[src/rtl/keypad_scanner.sv]
// 4x4 matrix keypad scanner: one-cold column drive, whole-matrix snapshot
// debounce, one-cycle strobe per accepted single-key press.
module keypad_scanner #(
    parameter int SCANDIV = 50000,
    parameter int DBSCANS = 4
) (
    input  logic       clock,
    input  logic       reset,
    input  logic [3:0] row,
    output logic [3:0] col,
    output logic [3:0] key_code,
    output logic       key_valid,
    output logic       key_held
);

    localparam int DW = $clog2(SCANDIV);
    localparam int SW = $clog2(DBSCANS + 1);
    localparam logic [DW-1:0] DWELL_LAST = DW'(SCANDIV - 1);
    localparam logic [SW-1:0] STABLE_MAX = SW'(DBSCANS);

    typedef enum logic {
        RELEASED = 1'b0,
        HELD     = 1'b1
    } state_t;

    logic [3:0]    row_meta;
    logic [3:0]    row_sync;
    logic [DW-1:0] dwell;
    logic [1:0]    ci;
    logic [15:0]   snap;
    logic [15:0]   prev;
    logic          scan_done;
    logic [SW-1:0] stable;
    logic [SW-1:0] stable_next;
    state_t        state;
    state_t        state_next;
    logic [3:0]    code_next;
    logic          valid_next;
    logic [4:0]    n_set;
    logic [3:0]    k_idx;
    logic          is_none;
    logic          is_single;

    always_ff @(posedge clock) begin
        if (reset) begin
            row_meta <= 4'hF;
            row_sync <= 4'hF;
        end else begin
            row_meta <= row;
            row_sync <= row_meta;
        end
    end

    // Snapshot bit {ci,r} holds row r as seen while column ci was driven.
    always_ff @(posedge clock) begin
        if (reset) begin
            dwell     <= '0;
            ci        <= 2'd0;
            snap      <= '0;
            scan_done <= 1'b0;
        end else begin
            scan_done <= 1'b0;
            if (dwell == DWELL_LAST) begin
                dwell                  <= '0;
                ci                     <= ci + 2'd1;
                snap[{ci, 2'b00} +: 4] <= ~row_sync;
                scan_done              <= (ci == 2'd3);
            end else begin
                dwell <= dwell + DW'(1);
            end
        end
    end

    assign col = ~(4'b0001 << ci);

    always_comb begin
        n_set = '0;
        k_idx = '0;
        for (int b = 0; b < 16; b++) begin
            if (snap[b]) begin
                n_set = n_set + 5'd1;
                k_idx = {b[1:0], b[3:2]};
            end
        end
        is_none   = (n_set == 5'd0);
        is_single = (n_set == 5'd1);
    end

    always_comb begin
        stable_next = SW'(1);
        if (snap == prev) begin
            if (stable == STABLE_MAX) stable_next = stable;
            else                      stable_next = stable + SW'(1);
        end
    end

    always_comb begin
        state_next = state;
        code_next  = key_code;
        valid_next = 1'b0;
        if (scan_done) begin
            unique case (state)
                RELEASED: begin
                    if (is_single && stable_next == STABLE_MAX) begin
                        state_next = HELD;
                        code_next  = k_idx;
                        valid_next = 1'b1;
                    end
                end
                HELD: begin
                    if (is_none && stable_next == STABLE_MAX)
                        state_next = RELEASED;
                end
                default: state_next = RELEASED;
            endcase
        end
    end

    always_ff @(posedge clock) begin
        if (reset) begin
            state     <= RELEASED;
            prev      <= '0;
            stable    <= '0;
            key_code  <= 4'd0;
            key_valid <= 1'b0;
        end else begin
            state     <= state_next;
            key_code  <= code_next;
            key_valid <= valid_next;
            if (scan_done) begin
                stable <= stable_next;
                prev   <= snap;
            end
        end
    end

    assign key_held = (state == HELD);

endmodule

[config.mk]
export PLATFORM = sky130hd
export DESIGN_NAME = keypad_scanner
export DESIGN_NICKNAME = d
export VERILOG_FILES = /design/src/rtl/keypad_scanner.sv
export SDC_FILE = /design/constraint.sdc
export NUM_CORES = 1
export LEC_CHECK = 0
export BUFFER_PORTS_ARGS = -buffer_cell sky130_fd_sc_hd__buf_2
export CAP_MARGIN = 20
export CORE_ASPECT_RATIO = 1.25
export CORE_UTILIZATION = 40
export CTS_BUF_LIST = sky130_fd_sc_hd__clkbuf_4 sky130_fd_sc_hd__clkbuf_8
export DETAILED_ROUTE_END_ITERATION = 8
export PLACE_DENSITY_LB_ADDON = 0.15
export SLEW_MARGIN = 20
export SYNTH_ARGS = -nofsm -noshare
export SYNTH_HDL_FRONTEND = slang
export SYNTH_SLANG_ARGS = --single-unit
[constraint.sdc]
create_clock -name clock -period 10.06 [get_ports clock]
set_clock_uncertainty 0.1 [all_clocks]
set_input_delay 0.503 -clock clock [delete_from_list [all_inputs] [get_ports clock]]
set_output_delay 0.503 -clock clock [all_outputs]
set_load 0.01 [all_outputs]
* Word level (Yosys, flattened, before mapping)
Cells that the tools add are included.
W data, S select, Z words.
** Cells by class
- Add/sub/neg operators :: 19
- Equality and inequality tests :: 6
- Shifts and indexed selects :: 3
- Mux-type cells :: 37
- Bitwise logic cells :: 5
- Reduce and logical (&&, ||, !) cells :: 7
** Operators with widths (count)
- $add A5 B1 Y5 const B :: 15
- $mux W5 :: 15
- $mux W4 :: 14
- $add A16 B1 Y16 const B :: 1
- $bwmux W16 :: 1
- $eq A16 B16 Y1 :: 1
- $eq A16 B16 Y1 const B :: 1
- $shift A4 B6 Y16 const A :: 1
- $shiftx A4 B6 Y16 :: 1
- $mux W3 :: 3
- $not A4 Y4 :: 2
- $eq A3 B3 Y1 const B :: 2
- $neg A4 Y6 :: 1
- $eq A5 B1 Y1 const B :: 1
- $logic_not A5 Y1 :: 1
- $reduce_or A2 Y1 :: 2
- $shl A1 B2 Y4 const A :: 1
- $add A3 B1 Y3 const B :: 1
- $mux W1 :: 3
- $not A1 Y1 :: 3
- $reduce_and A3 Y1 :: 1
- $reduce_or A3 Y1 :: 1
- $add A2 B1 Y2 const B :: 1
- $eq A2 B2 Y1 const B :: 1
- 2 further kinds :: 3
** Storage, ports and cells
- Flip-flop bits (word level) :: 68
- Bits of input ports :: 6
- Output and inout bits :: 10
- Logic and storage cells :: 88

* Depth between registers and ports, before layout
- Word-level depth :: 35
- Mapped depth :: 50
- Depth with buffers taken out :: 50

* Worst setup path before layout
OpenSTA, ideal clock, no wires.
- Path type :: reg-to-reg
- Start point :: register snap[0]
- End point :: register key_code[1]
- Setup time :: 0.123 ns
- Data arrival time :: 9.027 ns
- Data required time :: 9.837 ns
- Path slack :: 0.809 ns
- Stages on the path, launching flop included :: 50
- Buffers on the path :: 1
- Clock period less this slack :: 9.251 ns
- Cell sequence :: dfxtp_1 -> inv_1 -> ha_1 -> buf_4 -> xor2_1 -> ha_1 -> nand2_1 -> nand2_1 -> ha_1 -> mux2_2 -> ha_1 -> a32oi_1 -> o211ai_1 -> ha_1 -> nand2b_1 -> o21a_1 -> ha_1 -> mux2i_1 -> [... 14 more ...] -> ha_1 -> nand2b_1 -> nand2_1 -> inv_1 -> ha_1 -> nand2_1 -> o21ai_0 -> ha_1 -> and2_1 -> or3_1 -> a21boi_0 -> o21ai_0 -> and4b_1 -> nand2b_1 -> a21oi_1 -> mux2i_1 -> nor3_2 -> mux2_1
** On the way
- Cells in the longest elaborated chain, start to end :: 34
- Elaborated cells between the ends (all ways) :: 37
- Classes of those cells :: add/sub (15); eq/ne (3); mux (17); reduce/logical (2)
** Ends and longest elaborated chain
- start: declaration :: RTL line 30 : logic [15:0] snap;
- start signal: indexed assignment :: RTL line 66 : snap[{ci, 2'b00} +: 4] <= ~row_sync;
- $mux W1 :: RTL line 80 : if (snap[b]) begin
- $add A5 B1 Y5 :: RTL line 81 : n_set = n_set + 5'd1;
- $mux W5 :: RTL line 80
- $add A5 B1 Y5 :: RTL line 81
- $mux W5 :: RTL line 80
- $add A5 B1 Y5 :: RTL line 81
- $mux W5 :: RTL line 80
- $add A5 B1 Y5 :: RTL line 81
- [... 18 more ...]
- $mux W5 :: RTL line 80
- $add A5 B1 Y5 :: RTL line 81
- $mux W5 :: RTL line 80
- $add A5 B1 Y5 :: RTL line 81
- $mux W5 :: RTL line 80
- $eq A5 B1 Y1 :: RTL line 86 : is_single = (n_set == 5'd1);
- $logic_and A1 B1 Y1 * :: RTL line 104 : if (is_single && stable_next == STABLE_MAX) begin
- $reduce_and A3 Y1 (no line) *
- end signal: assignment :: RTL line 128 : key_code <= code_next;
- end: declaration :: RTL line 11 : output logic [3:0] key_code,
Every way passes the cells marked *; elsewhere a longest branch is shown, timed or not.
A chain may end at the register's enable or synchronous reset.

* Worst setup path in the final report
Ends and elaborated chain as after synthesis.

==> results.tsv <==
stage	metric	value	unit
floorplanning	die-area	0.0121	mm2
final_layout	design_area	0.00519	mm2
synthesis	ys_seq_area_share	29.1	%
global_route	grt_pass1_wl	16300	um
critical_path	cpPeakStageDelay	400	ps
synthesis	synth_simple_gate_area_share	24.4	%
outcome	outcome	completed	
drt	vias_per_cell	5.25	
critical_path	reg2reg_depth	48	
timing	tightestPinTransition	1030	ps
drt	dr.first_iter.drc_count	86	
global_route	antenna_found_initial	0	
placed_design	port_buffers	15	
drt	routedWlPerCell	13.2	um
pwr	intPower	0.000404	W
clock_network	insertion_delay	340	ps
drt	route.detailed.drc	0	
critical_path	critical_path.slowest_cell	ha_1	
critical_path	r2r_setup_slack	430	ps
critical_path	crit_end	key_code[1]	
final_layout	areaGrowthSynthToFinish	10.8	%
drt	wirelength	9520	um
synthesis	synth_fp_nets	602	
clock_network	cts.sinks	68	
synthesis	yosysWarnings	0	
floorplanning	pin_count	16	
timing	whs	245	ps
placed_design	dpl.hpwl	6990	um
global_route	grt_pass1_vias	3677	
pwr	p_leak	1.99	nW
global_route	gr-total-overflow	0	
pwr	ir_drop	0.0000852	V
critical_path	critPathLaunchType	register	
flow_run	cap_violations	0	
final_layout	final_cells	719	
drt	firstDrtPassIters	4	
pwr	switchingPower	0.000106	W
synthesis	synthAdderAreaFrac	6.41	%
synthesis	async_flop_share	0	%
floorplanning	core_area	0.0112	mm2
critical_path	crit_path_max_fanout	7	
critical_path	crit_type	reg2reg	
critical_path	crit_start	snap[0]	
critical_path	crit_path_end_kind	register	
pwr	power.density	98.4	mW/mm2
floorplanning	die_width	98.8	um
synthesis	synth_xor_area_share	17.5	%
floorplanning	rows	43	
timing	maxSlewViolCount	0	
critical_path	cp.required	10190	ps
final_layout	fillerInstances	1084	
drt	postRouteAntennaNets	0	
clock_network	cts-root-buf	clkbuf_8	
pwr	power_frac_seq	53.5	%
pwr	sw_frac_of_total	20.8	%
placed_design	gp_congestion	0.758	
floorplanning	die_h	123	um
global_route	grt_max_degree	58	
critical_path	r2r-start	snap[0]	
floorplanning	initial_core_util	41.6	%
synthesis	synth_cells	572	
critical_path	worstPathArrival	9760	ps
worst_hold_path	hold_class	in2reg	
synthesis	postSynthAreaPerCell	8.19	um2
clock_network	htreeDepth	3	
placed_design	place_area	0.00484	mm2
timing	setup_viol	0	
global_route	grt.total_usage	16.6	%
clock_network	cts_buffer_depth	2	
pwr	total_power	0.000511	W
critical_path	reg2reg_to	key_code[1]	
timing	final_hold_viol_count	0	
synthesis	synth-compound-area-share	11.9	%
clock_network	cts_made_buffers	9	
drt	vias	3775	
final_layout	drive_gt1_share	15.6	%
timing	max_freq	104	MHz
synthesis	synth_ff_type	dfxtp_1	
timing	finalCriticalPeriod	9630	ps
synthesis	yosysUniqueCellTypes	63	
clock_network	cts.clk_slew.worst_paths	70	ps
final_layout	num_antenna_cells	0	
synthesis	synthesis.area	0.00468	mm2
synthesis	muxShareOfSynthArea	6.33	%
clock_network	cts_tree	built	
timing	fin_crit_sh	95.8	%
pwr	p_clk_share	44.8	%
critical_path	cp_common_cell	ha_1	
clock_network	ctsHoldBuffers	0	
synthesis	synth_edf_count	0	
synthesis	ys_ff_latch	68	
pwr	p_comb_share	1.7	%
timing	slew_headroom	30.7	%
final_layout	layout.nets	609	
placed_design	dp_cells	697	
synthesis	synth_top_family_by_area	simple AND/OR/NAND/NOR gates	
==> sequential cells by signal (all words and copies together), names as in the netlist, 2 cells and up <==
register	count
stable	3
row_sync	4
row_meta	4
key_code	4
snap	16
ci	2
prev	16
dwell	16
==> cells by family after synthesis <==
logic type      after synthesis
simple gates                234
compound gates               91
xor+xnor                     75
flops                        68
buf+inv                      51
mux                          29
fa+ha+maj                    24
==> cell type report <==
type | instances | area (um2) | area share (%)
Multi-Input combinational cell | 453 | 3210 | 62.0
Timing Repair Buffer | 25 | 150 | 2.89
Clock buffer | 12 | 159 | 3.06
Tap cell | 135 | 169 | 3.26
Inverter | 22 | 83.8 | 1.62
Sequential cell | 68 | 1360 | 26.3
Clock inverter | 4 | 47.5 | 0.917
==> worst min-delay path by stage <==
stage	start	endpoint	slack, ps	cells past startpoint
3_3_place_gp	row_meta[1]	row_sync[1]	290	1
5_1_grt	row[2]	row_meta[2]	230	2
3_5_place_dp	row_meta[3]	row_sync[3]	290	1
6_report	row[3]	row_meta[3]	250	2
4_1_cts	row[3]	row_meta[3]	220	2
2_1_floorplan	row_meta[0]	row_sync[0]	290	1
==> synthesized netlist by cell type (3+ instances only) <==
library cell	number	area, um2
nor2_1	74	278
dfxtp_1	68	1360
xnor2_1	50	438
nand2_1	44	165
a21oi_1	42	210
ha_1	24	300
mux2i_1	24	240
nand3_1	23	115
nor3_1	22	110
inv_1	20	75.1
clkbuf_1	18	67.6
or2_2	14	87.6
xor2_1	13	114
o21ai_0	12	60.1
nand2b_1	10	62.6
and3_1	6	37.5
nand4_1	6	37.5
and2_1	5	31.3
buf_1	5	18.8
buf_2	5	25.0
nor2b_1	5	31.3
nor4_1	5	31.3
nand3b_1	4	30.0
o21bai_1	4	30.0
o22ai_1	4	25.0
or3_1	4	25.0
or4_1	4	30.0
xnor3_1	4	90.1
a211oi_1	3	22.5
a21o_1	3	22.5
a31oi_1	3	18.8
mux2_2	3	33.8
o211ai_1	3	22.5
o21a_1	3	22.5
==> critical path, delay by kind of cell (launching register included) <==
family | cells | cell delay (ps)
fa+ha+maj | 13 | 3840
buf+inv | 3 | 190
simple gates | 14 | 2060
xor+xnor | 1 | 190
flops | 1 | 380
compound gates | 12 | 1640
mux | 5 | 1120
==> metrics by stage <==
step	setup slack [ps]	util [%]	TNS, ps
2_1_floorplan	809	-	0
3_3_place_gp	331	43.0	0
3_5_place_dp	-16.5	43.0	-24.1
4_1_cts	8.66	45.0	0
5_1_grt	-111	46.1	-396
6_report	427	46.1	0
==> layout by cell type, fill, tap and decap left out, types with 4 or more instances in the layout <==
master,netlist,layout
mux2i_1,24,23
o21bai_1,4,4
buf_4,1,10
nor2_1,74,73
o21ai_0,12,10
buf_2,5,15
inv_1,20,20
or3_1,4,4
nand2b_1,10,10
xnor3_1,4,4
and3_1,6,6
or2_2,14,14
xor2_1,13,12
or4_1,4,4
a21oi_1,42,41
dfxtp_1,68,66
nand3b_1,4,4
nand2_1,44,40
nor3_1,22,20
nor2b_1,5,5
ha_1,24,22
nand2_2,0,4
clkbuf_8,0,11
nor4_1,5,5
xnor2_1,50,50
o22ai_1,4,4
nand3_1,23,23
nand4_1,6,6
==> per-layer routing <==
| metal | wire length (um) | vias to the layer above | share of wire, % | global-route usage, % |
|---|---|---|---|---|
| li1 | - | 1976 | - | - |
| met2 | 4790 | 34 | 50 | 30.1 |
| met3 | 157 | 10 | 1.6 | 2.83 |
| met5 | 0 | - | 0 | 0 |
| met1 | 4440 | 1755 | 47 | 19.7 |
| met4 | 139 | 0 | 1.5 | 6.06 |
==> power groups by stage <==
stage / Combinational (W) / Clock (W) / Sequential (W)
6_report: 0.00000847 / 0.000229 / 0.000273
5_1_grt: 0.00000984 / 0.000248 / 0.000274
2_1_floorplan: 0.00000674 / 0 / 0.000279
4_1_cts: 0.00000878 / 0.000238 / 0.000273
3_3_place_gp: 0.00000852 / 0 / 0.000280
3_5_place_dp: 0.00000877 / 0 / 0.000280
==> timing repair <==
item	in CTS	in global routing
setup endpoints to repair	2	6
buffers inserted	2	4
resized for setup	3	21
pin swaps	2	10
No activity file was read; power rests on OpenSTA's default activity.
